<file path="src/rtl/rsp_s1_prep_dcest_ctrl_if.sv">
// RAM read bus and DC-estimator stream bundle for rsp_s1_prep_dcest_ctrl.
// master: the sequencer. slave: the RAM / estimator side.
interface rsp_s1_prep_dcest_ctrl_if #(
  parameter int READ_RAM_WIDTH = 128,
  parameter int ADDR_WIDTH     = 27
);
  logic                      o_ram_rd_en;
  logic [ADDR_WIDTH-1:0]     o_ram_rd_addr;
  logic [READ_RAM_WIDTH-1:0] i_ram_rd_data;
  logic [READ_RAM_WIDTH-1:0] o_est_data;
  logic                      o_est_valid;
  logic                      o_est_last;
  logic                      o_est_switch;
  logic [31:0]               i_est_y;

  modport master (
    output o_ram_rd_en, o_ram_rd_addr, o_est_data, o_est_valid, o_est_last, o_est_switch,
    input  i_ram_rd_data, i_est_y
  );
  modport slave (
    input  o_ram_rd_en, o_ram_rd_addr, o_est_data, o_est_valid, o_est_last, o_est_switch,
    output i_ram_rd_data, i_est_y
  );
endinterface

</file>
<file path="src/rtl/rsp_s1_prep_dcest_ctrl.sv">
// Stage-1 DC-estimation sequencer: walks the sample RAM linearly, retimes the
// read strobe into a valid/last stream for the estimator and captures the
// estimator result a fixed number of cycles after the last word.
// Optional feature macro: RSP_DCEST_CTRL_ABORT_EN (adds i_abort).
module rsp_s1_prep_dcest_ctrl #(
  parameter int READ_RAM_WIDTH = 128,
  parameter int ADDR_WIDTH     = 27,
  parameter int RD_LAT         = 2,
  parameter int RES_DELAY      = 14
) (
  input  logic                  clk,
  input  logic                  rst_n,
  input  logic                  i_start,
  input  logic [ADDR_WIDTH-1:0] i_base_addr,
  input  logic [12:0]           i_smp_cnt,
  input  logic [9:0]            i_chp_cnt,
  input  logic [3:0]            i_frm_cnt,
  input  logic                  i_switch,
  input  logic                  i_hold,
  rsp_s1_prep_dcest_ctrl_if.master bus,
  output logic [31:0]           o_result,
  output logic                  o_result_valid,
  output logic                  o_busy,
  output logic                  o_done
`ifdef RSP_DCEST_CTRL_ABORT_EN
  ,
  input  logic                  i_abort
`endif
);

  localparam int CW = $clog2(RES_DELAY + 1) + 1;

  typedef enum logic [2:0] {S_IDLE, S_READ, S_DRAIN, S_WAIT_RES, S_DONE} state_e;

  state_e                state_q, state_d;
  logic [ADDR_WIDTH-1:0] base_q, base_d, off_q, off_d;
  logic [12:0]           smp_max_q, smp_max_d, smp_q, smp_d;
  logic [9:0]            chp_max_q, chp_max_d, chp_q, chp_d;
  logic [3:0]            frm_max_q, frm_max_d, frm_q, frm_d;
  logic                  sw_q, sw_d;
  logic [CW-1:0]         cnt_q, cnt_d;
  logic [31:0]           result_q, result_d;
  logic [RD_LAT-1:0]     vld_q, lst_q;
  logic [RD_LAT:0]       vld_pipe, lst_pipe;
  logic                  rd_en, last_tag, res_vld, abort_act;
  logic                  est_valid, est_last;
  logic [READ_RAM_WIDTH-1:0] est_data;

`ifdef RSP_DCEST_CTRL_ABORT_EN
  assign abort_act = i_abort && (state_q inside {S_READ, S_DRAIN, S_WAIT_RES});
`else
  assign abort_act = 1'b0;
`endif

  // Read strobe and last tag enter the retiming shift register at index 0.
  assign vld_pipe  = {vld_q, rd_en};
  assign lst_pipe  = {lst_q, last_tag};
  // An abort suppresses whatever is already in flight on the same cycle.
  assign est_valid = vld_q[RD_LAT-1] & ~abort_act;
  assign est_last  = lst_q[RD_LAT-1] & ~abort_act;

  // Next-state, counter walk and result capture.
  always_comb begin
    state_d   = state_q;
    base_d    = base_q;
    off_d     = off_q;
    smp_max_d = smp_max_q;
    chp_max_d = chp_max_q;
    frm_max_d = frm_max_q;
    smp_d     = smp_q;
    chp_d     = chp_q;
    frm_d     = frm_q;
    sw_d      = sw_q;
    cnt_d     = cnt_q;
    result_d  = result_q;
    rd_en     = 1'b0;
    last_tag  = 1'b0;
    res_vld   = 1'b0;
    case (state_q)
      S_IDLE: begin
        if (i_start) begin
          base_d    = i_base_addr;
          smp_max_d = i_smp_cnt;
          chp_max_d = i_chp_cnt;
          frm_max_d = i_frm_cnt;
          sw_d      = i_switch;
          off_d     = '0;
          smp_d     = '0;
          chp_d     = '0;
          frm_d     = '0;
          state_d   = S_READ;
        end
      end
      S_READ: begin
        if (!i_hold) begin
          rd_en = 1'b1;
          off_d = off_q + 1'b1;
          if (smp_q == smp_max_q) begin
            smp_d = '0;
            if (chp_q == chp_max_q) begin
              chp_d = '0;
              if (frm_q == frm_max_q) begin
                last_tag = 1'b1;
                state_d  = S_DRAIN;
              end else begin
                frm_d = frm_q + 1'b1;
              end
            end else begin
              chp_d = chp_q + 1'b1;
            end
          end else begin
            smp_d = smp_q + 1'b1;
          end
        end
      end
      S_DRAIN: begin
        // The last cycle itself counts as 1, so the register holds 2 next.
        if (est_last) begin
          if (RES_DELAY == 1) begin
            result_d = bus.i_est_y;
            res_vld  = 1'b1;
            state_d  = S_DONE;
          end else begin
            cnt_d   = CW'(2);
            state_d = S_WAIT_RES;
          end
        end
      end
      S_WAIT_RES: begin
        if (cnt_q == CW'(RES_DELAY)) begin
          result_d = bus.i_est_y;
          res_vld  = 1'b1;
          state_d  = S_DONE;
        end else begin
          cnt_d = cnt_q + 1'b1;
        end
      end
      S_DONE:  state_d = S_IDLE;
      default: state_d = S_IDLE;
    endcase
    if (abort_act) begin
      state_d  = S_IDLE;
      rd_en    = 1'b0;
      last_tag = 1'b0;
      res_vld  = 1'b0;
      result_d = result_q;
    end
  end

  // State, configuration, counters and result registers.
  always_ff @(posedge clk or negedge rst_n) begin
    if (!rst_n) begin
      state_q   <= S_IDLE;
      base_q    <= '0;
      off_q     <= '0;
      smp_max_q <= '0;
      chp_max_q <= '0;
      frm_max_q <= '0;
      smp_q     <= '0;
      chp_q     <= '0;
      frm_q     <= '0;
      sw_q      <= 1'b0;
      cnt_q     <= '0;
      result_q  <= '0;
    end else begin
      state_q   <= state_d;
      base_q    <= base_d;
      off_q     <= off_d;
      smp_max_q <= smp_max_d;
      chp_max_q <= chp_max_d;
      frm_max_q <= frm_max_d;
      smp_q     <= smp_d;
      chp_q     <= chp_d;
      frm_q     <= frm_d;
      sw_q      <= sw_d;
      cnt_q     <= cnt_d;
      result_q  <= result_d;
    end
  end

  // Read-latency retiming shift register; flushed on abort.
  always_ff @(posedge clk or negedge rst_n) begin
    if (!rst_n) begin
      vld_q <= '0;
      lst_q <= '0;
    end else if (abort_act) begin
      vld_q <= '0;
      lst_q <= '0;
    end else begin
      vld_q <= vld_pipe[RD_LAT-1:0];
      lst_q <= lst_pipe[RD_LAT-1:0];
    end
  end

  assign est_data          = bus.i_ram_rd_data;
  assign bus.o_est_data    = est_data;
  assign bus.o_ram_rd_en   = rd_en;
  assign bus.o_ram_rd_addr = base_q + off_q;
  assign bus.o_est_valid   = est_valid;
  assign bus.o_est_last    = est_last;
  assign bus.o_est_switch  = sw_q;
  assign o_result          = result_q;
  assign o_result_valid    = res_vld;
  assign o_busy            = (state_q != S_IDLE);
  assign o_done            = (state_q == S_DONE);

endmodule

</file>
<file path="src/flat_wrapper.sv">
// flat-port wrapper written by rule: the top's interface ports become plain ports
module rsp_s1_prep_dcest_ctrl_flat 
#(
  parameter int READ_RAM_WIDTH = 128,
  parameter int ADDR_WIDTH     = 27,
  parameter int RD_LAT         = 2,
  parameter int RES_DELAY      = 14
)
  (clk, rst_n, i_start, i_base_addr, i_smp_cnt, i_chp_cnt, i_frm_cnt, i_switch, i_hold, o_result, o_result_valid, o_busy, o_done, bus_o_ram_rd_en, bus_o_ram_rd_addr, bus_o_est_data, bus_o_est_valid, bus_o_est_last, bus_o_est_switch, bus_i_ram_rd_data, bus_i_est_y);
  rsp_s1_prep_dcest_ctrl_if #(.READ_RAM_WIDTH(READ_RAM_WIDTH), .ADDR_WIDTH(ADDR_WIDTH)) bus_i ();
  input  logic clk;
  input  logic rst_n;
  input  logic i_start;
  input  logic [ADDR_WIDTH-1:0] i_base_addr;
  input  logic [12:0] i_smp_cnt;
  input  logic [9:0] i_chp_cnt;
  input  logic [3:0] i_frm_cnt;
  input  logic i_switch;
  input  logic i_hold;
  output logic [31:0] o_result;
  output logic o_result_valid;
  output logic o_busy;
  output logic o_done;
  output wire logic [$bits(bus_i.o_ram_rd_en)-1:0] bus_o_ram_rd_en;
  output wire logic [$bits(bus_i.o_ram_rd_addr)-1:0] bus_o_ram_rd_addr;
  output wire logic [$bits(bus_i.o_est_data)-1:0] bus_o_est_data;
  output wire logic [$bits(bus_i.o_est_valid)-1:0] bus_o_est_valid;
  output wire logic [$bits(bus_i.o_est_last)-1:0] bus_o_est_last;
  output wire logic [$bits(bus_i.o_est_switch)-1:0] bus_o_est_switch;
  input wire logic [$bits(bus_i.i_ram_rd_data)-1:0] bus_i_ram_rd_data;
  input wire logic [$bits(bus_i.i_est_y)-1:0] bus_i_est_y;
  assign bus_o_ram_rd_en = bus_i.o_ram_rd_en;
  assign bus_o_ram_rd_addr = bus_i.o_ram_rd_addr;
  assign bus_o_est_data = bus_i.o_est_data;
  assign bus_o_est_valid = bus_i.o_est_valid;
  assign bus_o_est_last = bus_i.o_est_last;
  assign bus_o_est_switch = bus_i.o_est_switch;
  assign bus_i.i_ram_rd_data = bus_i_ram_rd_data;
  assign bus_i.i_est_y = bus_i_est_y;
  rsp_s1_prep_dcest_ctrl #(.READ_RAM_WIDTH(READ_RAM_WIDTH), .ADDR_WIDTH(ADDR_WIDTH), .RD_LAT(RD_LAT), .RES_DELAY(RES_DELAY)) u_core (.clk(clk), .rst_n(rst_n), .i_start(i_start), .i_base_addr(i_base_addr), .i_smp_cnt(i_smp_cnt), .i_chp_cnt(i_chp_cnt), .i_frm_cnt(i_frm_cnt), .i_switch(i_switch), .i_hold(i_hold), .bus(bus_i), .o_result(o_result), .o_result_valid(o_result_valid), .o_busy(o_busy), .o_done(o_done));
endmodule
</file>
<file path="config.mk">
export PLATFORM = sky130hd
export DESIGN_NAME = rsp_s1_prep_dcest_ctrl_flat
export DESIGN_NICKNAME = d
export VERILOG_FILES = /design/src/rtl/rsp_s1_prep_dcest_ctrl_if.sv /design/src/rtl/rsp_s1_prep_dcest_ctrl.sv /design/src/flat_wrapper.sv
export SDC_FILE = /design/constraint.sdc
export NUM_CORES = 1
export LEC_CHECK = 0
export ABC_AREA = 1
export CAP_MARGIN = 10
export CELL_PAD_IN_SITES_DETAIL_PLACEMENT = 1
export CELL_PAD_IN_SITES_GLOBAL_PLACEMENT = 2
export CORE_MARGIN = 10
export CORE_UTILIZATION = 23
export DETAILED_ROUTE_END_ITERATION = 8
export PLACE_DENSITY_LB_ADDON = 0.1
export SETUP_SLACK_MARGIN = 0.5
export SLEW_MARGIN = 25
export SYNTH_ARGS = -nofsm -noshare
export SYNTH_HDL_FRONTEND = slang
export SYNTH_SLANG_ARGS = --single-unit
</file>
<file path="constraint.sdc">
create_clock -name clk -period 3.2 [get_ports clk]
set_clock_uncertainty 0.2 [all_clocks]
set_input_delay 0.64 -clock clk [delete_from_list [all_inputs] [get_ports clk]]
set_output_delay 0.64 -clock clk [all_outputs]
set_load 0.05 [all_outputs]
</file>
Yosys cells after proc, flatten, opt, wreduce, memory -nomap -nowiden
Cells that the tools add are included.
W data, S select, Z words.
{"block": "word_totals", "register_bits": 153, "latch_bits": 0, "ram_bits": 0, "mem_bits_ro": 0, "input_bits": 219, "output_inout_bits": 194, "word_cells": 86, "n_memories": 0}
{"block": "classes", "addsub": 6, "multipliers": 0, "div_mod_pow": 0, "magnitude_cmp": 0, "n_eq_ne": 17, "n_shift": 0, "n_mux": 38, "bitwise_logic": 0, "n_reduce_logical": 11}
{"op": "$mux W27", "count": 2}
{"op": "$pmux W27 S2", "count": 1}
{"op": "$mux W10", "count": 4}
{"op": "$mux W13", "count": 3}
{"op": "$add A27 B1 Y27 const B", "count": 1}
{"op": "$add A27 B27 Y27", "count": 1}
{"op": "$pmux W13 S2", "count": 1}
{"op": "$mux W3", "count": 7}
{"op": "$mux W4", "count": 5}
{"op": "$pmux W10 S2", "count": 1}
{"op": "$add A13 B1 Y13 const B", "count": 1}
{"op": "$eq A13 B13 Y1", "count": 1}
{"op": "$pmux W3 S4", "count": 1}
{"op": "$add A10 B1 Y10 const B", "count": 1}
{"op": "$eq A10 B10 Y1", "count": 1}
{"op": "$mux W5", "count": 2}
{"op": "$ne A2 B1 Y1 const B", "count": 5}
{"op": "$pmux W5 S2", "count": 1}
{"op": "$mux W1", "count": 9}
{"op": "$ne A2 B2 Y1 const B", "count": 4}
{"op": "$pmux W4 S2", "count": 1}
{"op": "$reduce_and A7 Y1", "count": 1}
{"op": "$eq A3 B2 Y1 const B", "count": 2}
{"op": "$reduce_and A3 Y1", "count": 2}
{"op": "12 further kinds", "count": 14}

Logic depth before layout (Yosys ltp)
Gate-level depths: netlist (run 1).
{"block": "depth", "ltp_word": 6, "depth_mapped": 12, "depth_no_buf": 12}

Worst setup path before layout (run 1)
OpenSTA, ideal clock, no wires.
{"block": "synth_timing", "path_type": "reg2out", "from": "reg u_core.off_q[0]", "to": "out bus_o_ram_rd_addr[12]", "t_arrival_ns": 2.388, "setup_slack_ns": -0.028, "path_stages_with_launch": 10, "n_path_buf": 0, "path_cell_list": "dfrtp_1 ha_1 fa_1 nand3_1 nand2_1 a21oi_1 inv_1 nand2_1 nand2_1 xor2_1"}
{"block": "synth_via", "elab_chain_len": 1}
{"element": "from (decl)", "line_no": "rsp_s1_prep_dcest_ctrl.sv:36", "source": "logic [ADDR_WIDTH-1:0] base_q, base_d, off_q, off_d;"}
{"element": "from (signal assigned)", "line_no": "rsp_s1_prep_dcest_ctrl.sv:155", "source": "off_q <= '0;"}
{"element": "from (signal assigned)", "line_no": "rsp_s1_prep_dcest_ctrl.sv:168", "source": "off_q <= off_d;"}
{"element": "$add A27 B27 Y27", "line_no": "rsp_s1_prep_dcest_ctrl.sv:198", "source": "assign bus.o_ram_rd_addr = base_q + off_q;"}
{"element": "to (decl)", "line_no": "flat_wrapper.sv:25", "source": "output wire logic [$bits(bus_i.o_ram_rd_addr)-1:0] bus_o_ram_rd_addr;"}
No other way between the ends.

Final worst setup path (run 1)
{"block": "layout_timing", "from": "reg u_core.off_q[0]", "to": "out bus_o_ram_rd_addr[16]"}
Same word-level chain as after synthesis.

==> out/results.tsv, run 1 <==
stage	metric	value	unit
critical_path	crit_end	bus_o_ram_rd_addr[16]	
power_and_ir_drop	p_comb_share	59.6	%
floorplan	coreArea	42890	um^2
synth	synth_top_family_by_area	simple AND/OR/NAND/NOR gates	
clock_network	clock_path_buffers	2	
route	viasPerCell	4.386	
synth	syn_area	9943	um^2
critical_path	reg2reg_depth	12	
route	routed-via-count	9172	
placement	io_buffers	156	
critical_path	critPathTopFamily	adder cells	
critical_path	cp-start-kind	flop	
route	drtIter0Drc	341	
timing	layout_setup_ws	-72.69	ps
synth	synth-compound-area-share	7.034	%
clock_network	cts_max_level	4	
timing	tightestPinTransition	893.7	ps
power_and_ir_drop	p_int	0.006915	W
power_and_ir_drop	pwr-share-seq	24.4	%
timing	whs	147.8	ps
critical_path	startpoint	u_core.off_q[0]	
global_routing	grt_max_degree	81	
finish	fin_nets	1745	
finish	nFillCells	5078	
worst_hold_path	hp-class	reg2reg	
timing	slew_headroom	40.33	%
synth	synth-simple-area-share	31.01	%
floorplan	initial_utilization	23.19	%
critical_path	critPathCaptureType	output pin	
finish	final_cells	2091	
worst_hold_path	min-delay-start	u_core.vld_q[0]	
floorplan	die_h	227.9	um
timing	min_period_over_period	102.3	%
timing	slew_viol_final	0	
synth	synth-warning-count	0	
synth	synth_fa_ha_area_share	4.228	%
synth	yosysSeqAreaShare	38.51	%
synth	synth_area_per_cell	7.195	um^2
clock_network	cts_buffers	17	
synth	ys_async_sr_fraction	100.0	%
status	outcome	complete, but fails checks	
critical_path	cp.arrival	2430	ps
placement	globalplace.congestion	0.8018	
job	maxCapViolCount	0	
critical_path	cp.required	2360	ps
power_and_ir_drop	ir_worst_vdd	0.4450	mV
critical_path	critical_path.slowest_cell	fa_2	
timing	finalHoldViolCount	0	
route	final_antenna_net_count	0	
floorplan	dieArea	51950	um^2
critical_path	critPathKind	reg2out	
floorplan	fp-row-count	76	
synth	synth-edff-count	0	
critical_path	r2r_end	u_core.off_q[16]	
synth	ys_ff_latch	153	
critical_path	worst_path_largest_cell_delay	400	ps
synth	synth_nets	1634	
power_and_ir_drop	p_sw_share	46.77	%
power_and_ir_drop	p_leak	6.188	nW
route	drt_pass1_iterations	4	
synth	syn_inst	1382	
timing	rsz0062_at_grt	true	
timing	min_period	3273	ps
critical_path	r2r_start	u_core.off_q[0]	
global_routing	grtUsageTotal	14.86	%
placement	placedCellCount	1999	
clock_network	clkLatencyLatePin	470	ps
critical_path	path_depth	9	
route	wl	38.58	mm
power_and_ir_drop	p_clk_share	16.0	%
placement	dpl.hpwl	29.60	mm
global_routing	grt_remaining_overflow	0	
synth	synth_top_flop_cell	dfrtp_1	
clock_network	clock-root-buffer	clkbuf_16	
timing	setup_violations	8	
clock_network	cts_tree	yes	
clock_network	cts.sinks	153	
finish	drive_gt1_share	23.59	%
route	post_drt_wl_per_cell	18.45	um
floorplan	io_pins	413	
critical_path	crit_fanout	4	
synth	synthDistinctLibCells	35	
critical_path	path_cells	ha_2, fa_2, nand3_2, nand2_4, a21oi_4, nor2_1, nor2_2, xnor2_4, buf_12	
power_and_ir_drop	p_sw	0.006076	W
status	violations	negative setup slack	
finish	syn_to_final_growth	41.35	%
power_and_ir_drop	power.density	924.3	nW/um^2
global_routing	antenna_found_initial	2	
critical_path	crit_buf_inv	1	
synth	muxShareOfSynthArea	0	%
global_routing	first_global_vias	10008	
timing	fmax	305.6	MHz
clock_network	clkTransAtPathRegs	70	ps
synth	synthXorXnorAreaFrac	3.347	%
critical_path	r2r_slack	770	ps
floorplan	fp.dieW	227.9	um
route	drc	0	
global_routing	grt_pass1_wl	60.51	mm
## power by group through the flow
stage          clock [W]  sequential [W]  combinational [W]
2_1_floorplan          0         0.00354            0.00380
3_3_place_gp           0         0.00313            0.00648
3_5_place_dp           0         0.00314            0.00650
4_1_cts          0.00217         0.00318            0.00747
5_1_grt          0.00225         0.00326            0.00839
6_report         0.00208         0.00317            0.00775
## synthesized netlist by cell type (6+ instances only)
library cell  number  area, um^2
a21oi_1           48       240.2
buf_4            130       975.9
clkbuf_1          19       71.32
dfrtp_1          153        3829
ha_1              32       400.4
inv_1            117       439.2
inv_2              6       22.52
nand2_1          488        1832
nand3_1           61       305.3
nand4_1           29       181.4
nor2_1           108       405.4
nor3_1            40       200.2
o21ai_0           62       310.3
o21ai_1            6       30.03
xnor2_1           10       87.58
xor2_1            28       245.2
## routing by layer
| layer | global-route usage (%) | wire [um] | vias up |
|---|---|---|---|
| li1 | - | - | 4462 |
| met1 | 18.31 | 17240 | 4418 |
| met2 | 23.83 | 17980 | 245 |
| met3 | 5.597 | 2737 | 43 |
| met4 | 3.978 | 565 | 4 |
| met5 | 0.7561 | 53 | - |
## layout make-up
cell class | instances | area, um^2 | share of cell area [%]
Multi-Input combinational cell | 948 | 5797 | 41.24
Timing Repair Buffer | 250 | 2639 | 18.78
Inverter | 123 | 461.7 | 3.285
Sequential cell | 153 | 3854 | 27.42
Antenna cell | 1 | 2.502 | 0.01780
Tap cell | 585 | 732.0 | 5.208
Clock inverter | 10 | 118.9 | 0.8457
Clock buffer | 21 | 450.4 | 3.205
## worst reg2reg max path, delay by kind of cell (launching register included)
kind	cells	cell delay (ps)
XOR/XNOR	1	160
buffers and inverters	5	640
AND/OR/NAND/NOR	4	530
adder cells (fa/ha/maj)	1	330
flip-flops	1	350
AO/OA/AOI/OAI	1	100
## flip-flops by register name (all words and copies together) (netlist names), 2 cells and up
| signal | flops |
|---|---|
| u_core.o_result | 32 |
| u_core.base_q | 27 |
| u_core.off_q | 27 |
| u_core.smp_max_q | 13 |
| u_core.smp_q | 13 |
| u_core.chp_max_q | 10 |
| u_core.chp_q | 10 |
| u_core.cnt_q | 5 |
| u_core.frm_max_q | 4 |
| u_core.frm_q | 4 |
| u_core.state_q | 3 |
| u_core.lst_q | 2 |
| u_core.vld_q | 2 |
## what timing repair did
action / 4_1_cts / 5_1_grt
hold buffers: 1 / 0
buffers inserted: 36 / 23
pin swaps: 44 / 53
setup endpoints to repair: 31 / 29
hold endpoints to repair: 47 / 0
resized for setup: 205 / 51
## how the worst min path moves through the flow
stage                 endpoint  slack (ps)  depth (start not counted)
2_1_floorplan  u_core.lst_q[1]         130                          0
3_3_place_gp   u_core.vld_q[1]         130                          0
3_5_place_dp   u_core.vld_q[1]         140                          0
4_1_cts        u_core.vld_q[1]         150                          0
5_1_grt        u_core.vld_q[1]         160                          0
6_report       u_core.vld_q[1]         150                          0
## logic make-up (layout without fill, tap and decap cells)
group / after synthesis / after routing
simple gates: 747 / 747
buf+inv: 281 / 404
flops: 153 / 153
compound gates: 130 / 130
xor+xnor: 38 / 38
fa+ha+maj: 33 / 33
other cells: 0 / 1
## layout by cell type, fill, tap and decap left out, types with 19 or more instances in the layout
master	n
nor2_1	87
nand2_4	19
dfrtp_2	20
a21oi_1	26
nand2_1	440
buf_12	31
inv_1	110
dfrtp_1	133
nor3_1	35
ha_4	23
nand2_2	33
buf_4	78
nand3_1	52
nand4_1	29
o21ai_0	52
clkdlybuf4s50_1	124
## per-stage QoR
step	worst slack (ps)	setup TNS [ps]	cell area [um^2]	total power, W	util (%)
2_1_floorplan	373.4	0	10120	0.007337	-
5_1_grt	-181.4	-1510	14050	0.01391	32.77
3_3_place_gp	182.2	0	11820	0.009611	27.57
4_1_cts	-68.21	-316.8	13620	0.01283	31.77
3_5_place_dp	182.5	0	11820	0.009634	27.57
6_report	-72.69	-276.6	14050	0.01299	32.77
No activity file was read; power rests on OpenSTA's default activity.
==> inputs of run 2 (changes only) <==
CORE_MARGIN = 3   (was 10)
==> out/results.tsv, run 2 (same netlist as run 1, synthesis figures left out) <==
stage	metric	value	unit
status	outcome	finished, final reports clean	
clock_network	cts.sinks	153	
clock_network	cts_buffers	17	
finish	utilization	33.09	%
clock_network	clock_path_buffers	2	
critical_path	reg2reg_depth	10	
clock_network	clkTransAtPathRegs	60	ps
route	wl	37.15	mm
critical_path	r2r_end	u_core.off_q[23]	
power_and_ir_drop	p_int	0.007095	W
global_routing	grt_pass1_wl	58.25	mm
floorplan	die_h	213.9	um
critical_path	r2r_start	u_core.state_q[1]	
timing	fmax	314.3	MHz
critical_path	critPathCaptureType	output pin	
power_and_ir_drop	ir_worst_vdd	0.5128	mV
critical_path	critPathKind	reg2out	
worst_hold_path	min-delay-start	u_core.vld_q[0]	
finish	final_common_cell	nand2_1	
route	final_antenna_net_count	0	
finish	largest_register_ffs	32	
route	post_drt_wl_per_cell	17.88	um
placement	io_buffers	156	
timing	slew_viol_final	0	
timing	min_period_over_period	99.44	%
route	drt_pass1_iterations	4	
timing	fin_setup_tns	0	ps
clock_network	cts_max_level	4	
placement	dpl.hpwl	28.40	mm
power_and_ir_drop	p_clk_share	17.2	%
floorplan	coreArea	42320	um^2
worst_hold_path	hp-class	reg2reg	
global_routing	grtUsageTotal	16.20	%
critical_path	cp.arrival	2340	ps
timing	setup_violations	0	
power_and_ir_drop	p_leak	6.137	nW
critical_path	cp.required	2360	ps
power_and_ir_drop	p_sw_share	45.75	%
global_routing	antenna_found_initial	1	
finish	diodes	0	
worst_hold_path	hold_path_end	u_core.vld_q[1]	
critical_path	crit_fanout	4	
job	maxCapViolCount	0	
timing	min_period	3182	ps
finish	final_cell_mix	nand2_1, dfrtp_1, clkdlybuf4s50_1, inv_1, nor2_1	
floorplan	fp.dieW	213.9	um
worst_hold_path	min_delay_path_depth	0	
floorplan	dieArea	45760	um^2
route	viasPerCell	4.379	
global_routing	use_met1	20.75	%
floorplan	fp-row-count	75	
floorplan	io_pins	413	
power_and_ir_drop	power.total	0.01308	W
timing	slew_headroom	61.97	%
floorplan	initial_utilization	23.49	%
route	routed-via-count	9100	
global_routing	first_global_vias	9825	
timing	tightestPinTransition	572.7	ps
clock_network	clock-root-buffer	clkbuf_16	
timing	rsz0062_at_grt	true	
critical_path	cp-start-kind	flop	
power_and_ir_drop	p_comb_share	58.5	%
route	drtIter0Drc	367	
finish	syn_to_final_growth	40.83	%
clock_network	clkLatencyLatePin	440	ps
timing	finalHoldViolCount	0	
global_routing	grt_busiest_layer	met2	
finish	nFillCells	5044	
timing	whs	148.5	ps
power_and_ir_drop	p_sw	0.005983	W
placement	globalplace.congestion	0.7903	
critical_path	r2r_slack	790	ps
global_routing	grt_use_met3	5.319	%
finish	fin_nets	1740	
global_routing	use_met2	26.22	%
global_routing	grt_max_degree	81	
power_and_ir_drop	power.density	933.9	nW/um^2
global_routing	grt_remaining_overflow	0	
clock_network	cts_tree	yes	
finish	drive_gt1_share	23.45	%
critical_path	startpoint	u_core.base_q[0]	
route	drc	0	
power_and_ir_drop	pwr-share-seq	24.3	%
[run 2: cell count changes in the layout (fill, tap and decap cells not counted), sizes merged]
cell / delta
clkbuf: +1
clkinv: -1
inv: -3
buf: -5
bufinv: +2
diode: -1
clkinvlp: +3
clkdlybuf4s15: -1
[run 2: repair_timing]
item,in CTS,in global routing
hold endpoints to repair,45,0
resized for setup,167,79
hold buffers,1,0
pin swaps,37,36
setup endpoints to repair,31,36
buffers inserted,31,23
gates cloned,0,0
[run 2: how the worst max path moves through the flow]
| stage | end | slack [ps] | cells after the start |
|---|---|---|---|
| 2_1_floorplan | bus_o_ram_rd_addr[8] | 370 | 5 |
| 3_3_place_gp | bus_o_ram_rd_addr[19] | 140 | 11 |
| 3_5_place_dp | bus_o_ram_rd_addr[19] | 130 | 11 |
| 4_1_cts | bus_o_ram_rd_addr[26] | -30 | 13 |
| 5_1_grt | bus_o_ram_rd_addr[26] | -140 | 13 |
| 6_report | bus_o_ram_rd_addr[26] | 20 | 13 |
[run 2: through the flow]
step                setup slack (ps)  instances  cell area, um^2
floorplan                      373.4       1382            10120
detailed placement             128.0       1991            11840
finish                         17.90       2078            14000
CTS                           -27.69       2055            13540
global route                  -138.1       2078            14000
global placement               144.3       1991            11840
[run 2: routing by layer]
metal,routed length [um],share of wire (%)
met1,17020,46
met2,17000,46
met3,2427,6.5
met4,662,1.8
met5,40,0.11
[run 2: cell type report]
cell class / instances / area, um^2 / share of cell area (%)
timing repair buffer: 245 / 2601 / 18.58
multi-input combinational: 948 / 5713 / 40.80
inverter: 123 / 470.5 / 3.360
sequential: 153 / 3859 / 27.56
clock inverter: 11 / 167.7 / 1.197
clock buffer: 21 / 470.5 / 3.360
tap: 577 / 721.9 / 5.155
[run 2: worst max-delay path: stages, from the launching register on]
cell	delay [ps]
dfrtp_1	390
ha_2	210
fa_2	370
nand3_2	90
nand2_4	90
nand2_4	100
nand2_4	60
nand2_4	60
nand2_4	40
nand3b_1	130
nand2_1	80
nand2_2	90
nand2_4	50
buf_12	140
[run 2: power by group through the flow]
stage / combinational [W] / clock, W / sequential (W)
final: 0.00764 / 0.00225 / 0.00318
after global routing: 0.00827 / 0.00243 / 0.00328
after CTS: 0.00736 / 0.00235 / 0.00319
after detailed placement: 0.00651 / 0 / 0.00314
after global placement: 0.00650 / 0 / 0.00313
after floorplan: 0.00380 / 0 / 0.00354
==> inputs of run 3 (changes only) <==
clock period = 3.1 ns   (was 3.2 ns; I/O delays follow)
==> out/results.tsv, run 3 (same netlist as run 1, synthesis figures left out) <==
stage	metric	value	unit
power_and_ir_drop	power.density	956.7	nW/um^2
critical_path	cp_common_cell	nand3_2	
global_routing	grt_max_degree	81	
route	wl	37.19	mm
timing	tightestPinTransition	592.4	ps
floorplan	io_pins	413	
global_routing	grt_remaining_overflow	0	
clock_network	cts.sinks	153	
timing	min_period	3193	ps
timing	setup_violations	10	
timing	finalHoldViolCount	0	
critical_path	r2r_slack	780	ps
finish	final_cell_mix	nand2_1, dfrtp_1, clkdlybuf4s50_1, inv_1, nor2_1	
clock_network	clock-root-buffer	clkbuf_16	
route	post_drt_wl_per_cell	17.88	um
route	drtIter0Drc	304	
route	routed-via-count	9015	
power_and_ir_drop	p_leak	6.190	nW
clock_network	clock_path_buffers	2	
timing	fmax	313.2	MHz
placement	dpl.hpwl	28.88	mm
critical_path	path_depth	9	
critical_path	cp.arrival	2370	ps
route	drt_pass1_iterations	4	
finish	largest_register_ffs	32	
timing	layout_setup_ws	-93.26	ps
finish	syn_to_final_growth	41.01	%
route	viasPerCell	4.334	
critical_path	crit_buf_inv	2	
floorplan	initial_utilization	23.49	%
clock_network	cts_tree	yes	
critical_path	critPathKind	reg2out	
status	outcome	complete, but fails checks	
placement	io_buffers	156	
global_routing	first_global_vias	9803	
floorplan	fp-row-count	75	
status	violations	negative setup slack	
route	drc	0	
critical_path	worst_path_largest_cell_delay	380	ps
global_routing	grt_pass1_wl	58.62	mm
placement	globalplace.congestion	0.7985	
finish	fin_nets	1744	
critical_path	critPathCaptureType	output pin	
global_routing	antenna_found_initial	1	
clock_network	cts_buffers	17	
critical_path	cp-start-kind	flop	
route	final_antenna_net_count	0	
timing	rsz0062_at_grt	true	
power_and_ir_drop	ir_worst_vdd	0.4304	mV
global_routing	grtUsageTotal	16.34	%
finish	final_common_cell	nand2_1	
worst_hold_path	min_delay_path_depth	0	
power_and_ir_drop	power.total	0.01341	W
floorplan	die_h	213.9	um
timing	slew_viol_final	0	
critical_path	critical_path.slowest_cell	dfrtp_1	
critical_path	reg2reg_depth	11	
floorplan	coreArea	42320	um^2
critical_path	cp.required	2280	ps
finish	drive_gt1_share	23.62	%
floorplan	fp.dieW	213.9	um
critical_path	crit_fanout	4	
timing	slew_headroom	60.51	%
clock_network	cts_max_level	4	
job	maxCapViolCount	0	
placement	place_ws	177.5	ps
timing	min_period_over_period	103.0	%
finish	nFillCells	4993	
worst_hold_path	hp-class	reg2reg	
critical_path	critPathTopFamily	adder cells	
floorplan	dieArea	45760	um^2
critical_path	path_cells	ha_2, fa_2, nand3_2, nand2_4, buf_4, nand4_1, nand3_2, xor2_4, buf_12	
clock_network	clkTransAtPathRegs	70	ps
finish	diodes	0	
clock_network	clkLatencyLatePin	450	ps
[run 3: power breakdown]
part | leakage (nW) | total, W | switching [W] | internal, W
clock | 0.303 | 0.00229 | 0.000918 | 0.00137
combinational | 4.02 | 0.00788 | 0.00464 | 0.00324
sequential | 1.87 | 0.00325 | 0.000592 | 0.00266
[run 3: final timing paths]
path	start	to
hold reg to reg	u_core.vld_q[0]	u_core.vld_q[1]
setup / recovery	u_core.off_q[0]	bus_o_ram_rd_addr[20]
max in group asynchronous	rst_n	u_core.base_q[20]
setup reg to reg	u_core.off_q[0]	u_core.off_q[16]
hold / removal	u_core.vld_q[0]	u_core.vld_q[1]
min in group asynchronous	rst_n	u_core.bus.o_est_switch
[run 3: metal layers]
metal / vias up / wire length [um] / global-route usage (%)
li1: 4466 / - / -
met2: 227 / 17430 / 26.94
met5: - / 13 / 0.3125
met3: 46 / 2255 / 5.546
met1: 4274 / 16980 / 21.08
met4: 2 / 515 / 2.746
[run 3: layout make-up]
| class | instances | area, um^2 | area share, % |
|---|---|---|---|
| multi-input combinational | 948 | 5767 | 41.13 |
| sequential | 153 | 3851 | 27.47 |
| timing repair buffer | 249 | 2605 | 18.58 |
| tap | 577 | 721.9 | 5.149 |
| inverter | 123 | 461.7 | 3.293 |
| clock buffer | 20 | 446.7 | 3.186 |
| clock inverter | 10 | 167.7 | 1.196 |
[run 3: through the flow]
step	hold WS, ps	TNS, ps	cell area, um^2	cells	utilization (%)
after floorplan	124.4	0	10230	1382	-
after CTS	159.9	-1240	13650	2060	32.26
after detailed placement	137.1	0	12000	1997	28.35
after global placement	133.7	0	12000	1997	28.35
after global routing	163.0	-2792	14020	2080	33.13
final	154.9	-679.2	14020	2080	33.13
[run 3: timing repair]
| action | 4_1_cts | 5_1_grt |
|---|---|---|
| hold buffers | 1 | 0 |
| endpoints found under the setup margin | 31 | 29 |
| resized for setup | 183 | 52 |
| endpoints found under the hold margin | 41 | 0 |
| setup buffers | 32 | 20 |
| pin swaps | 47 | 50 |
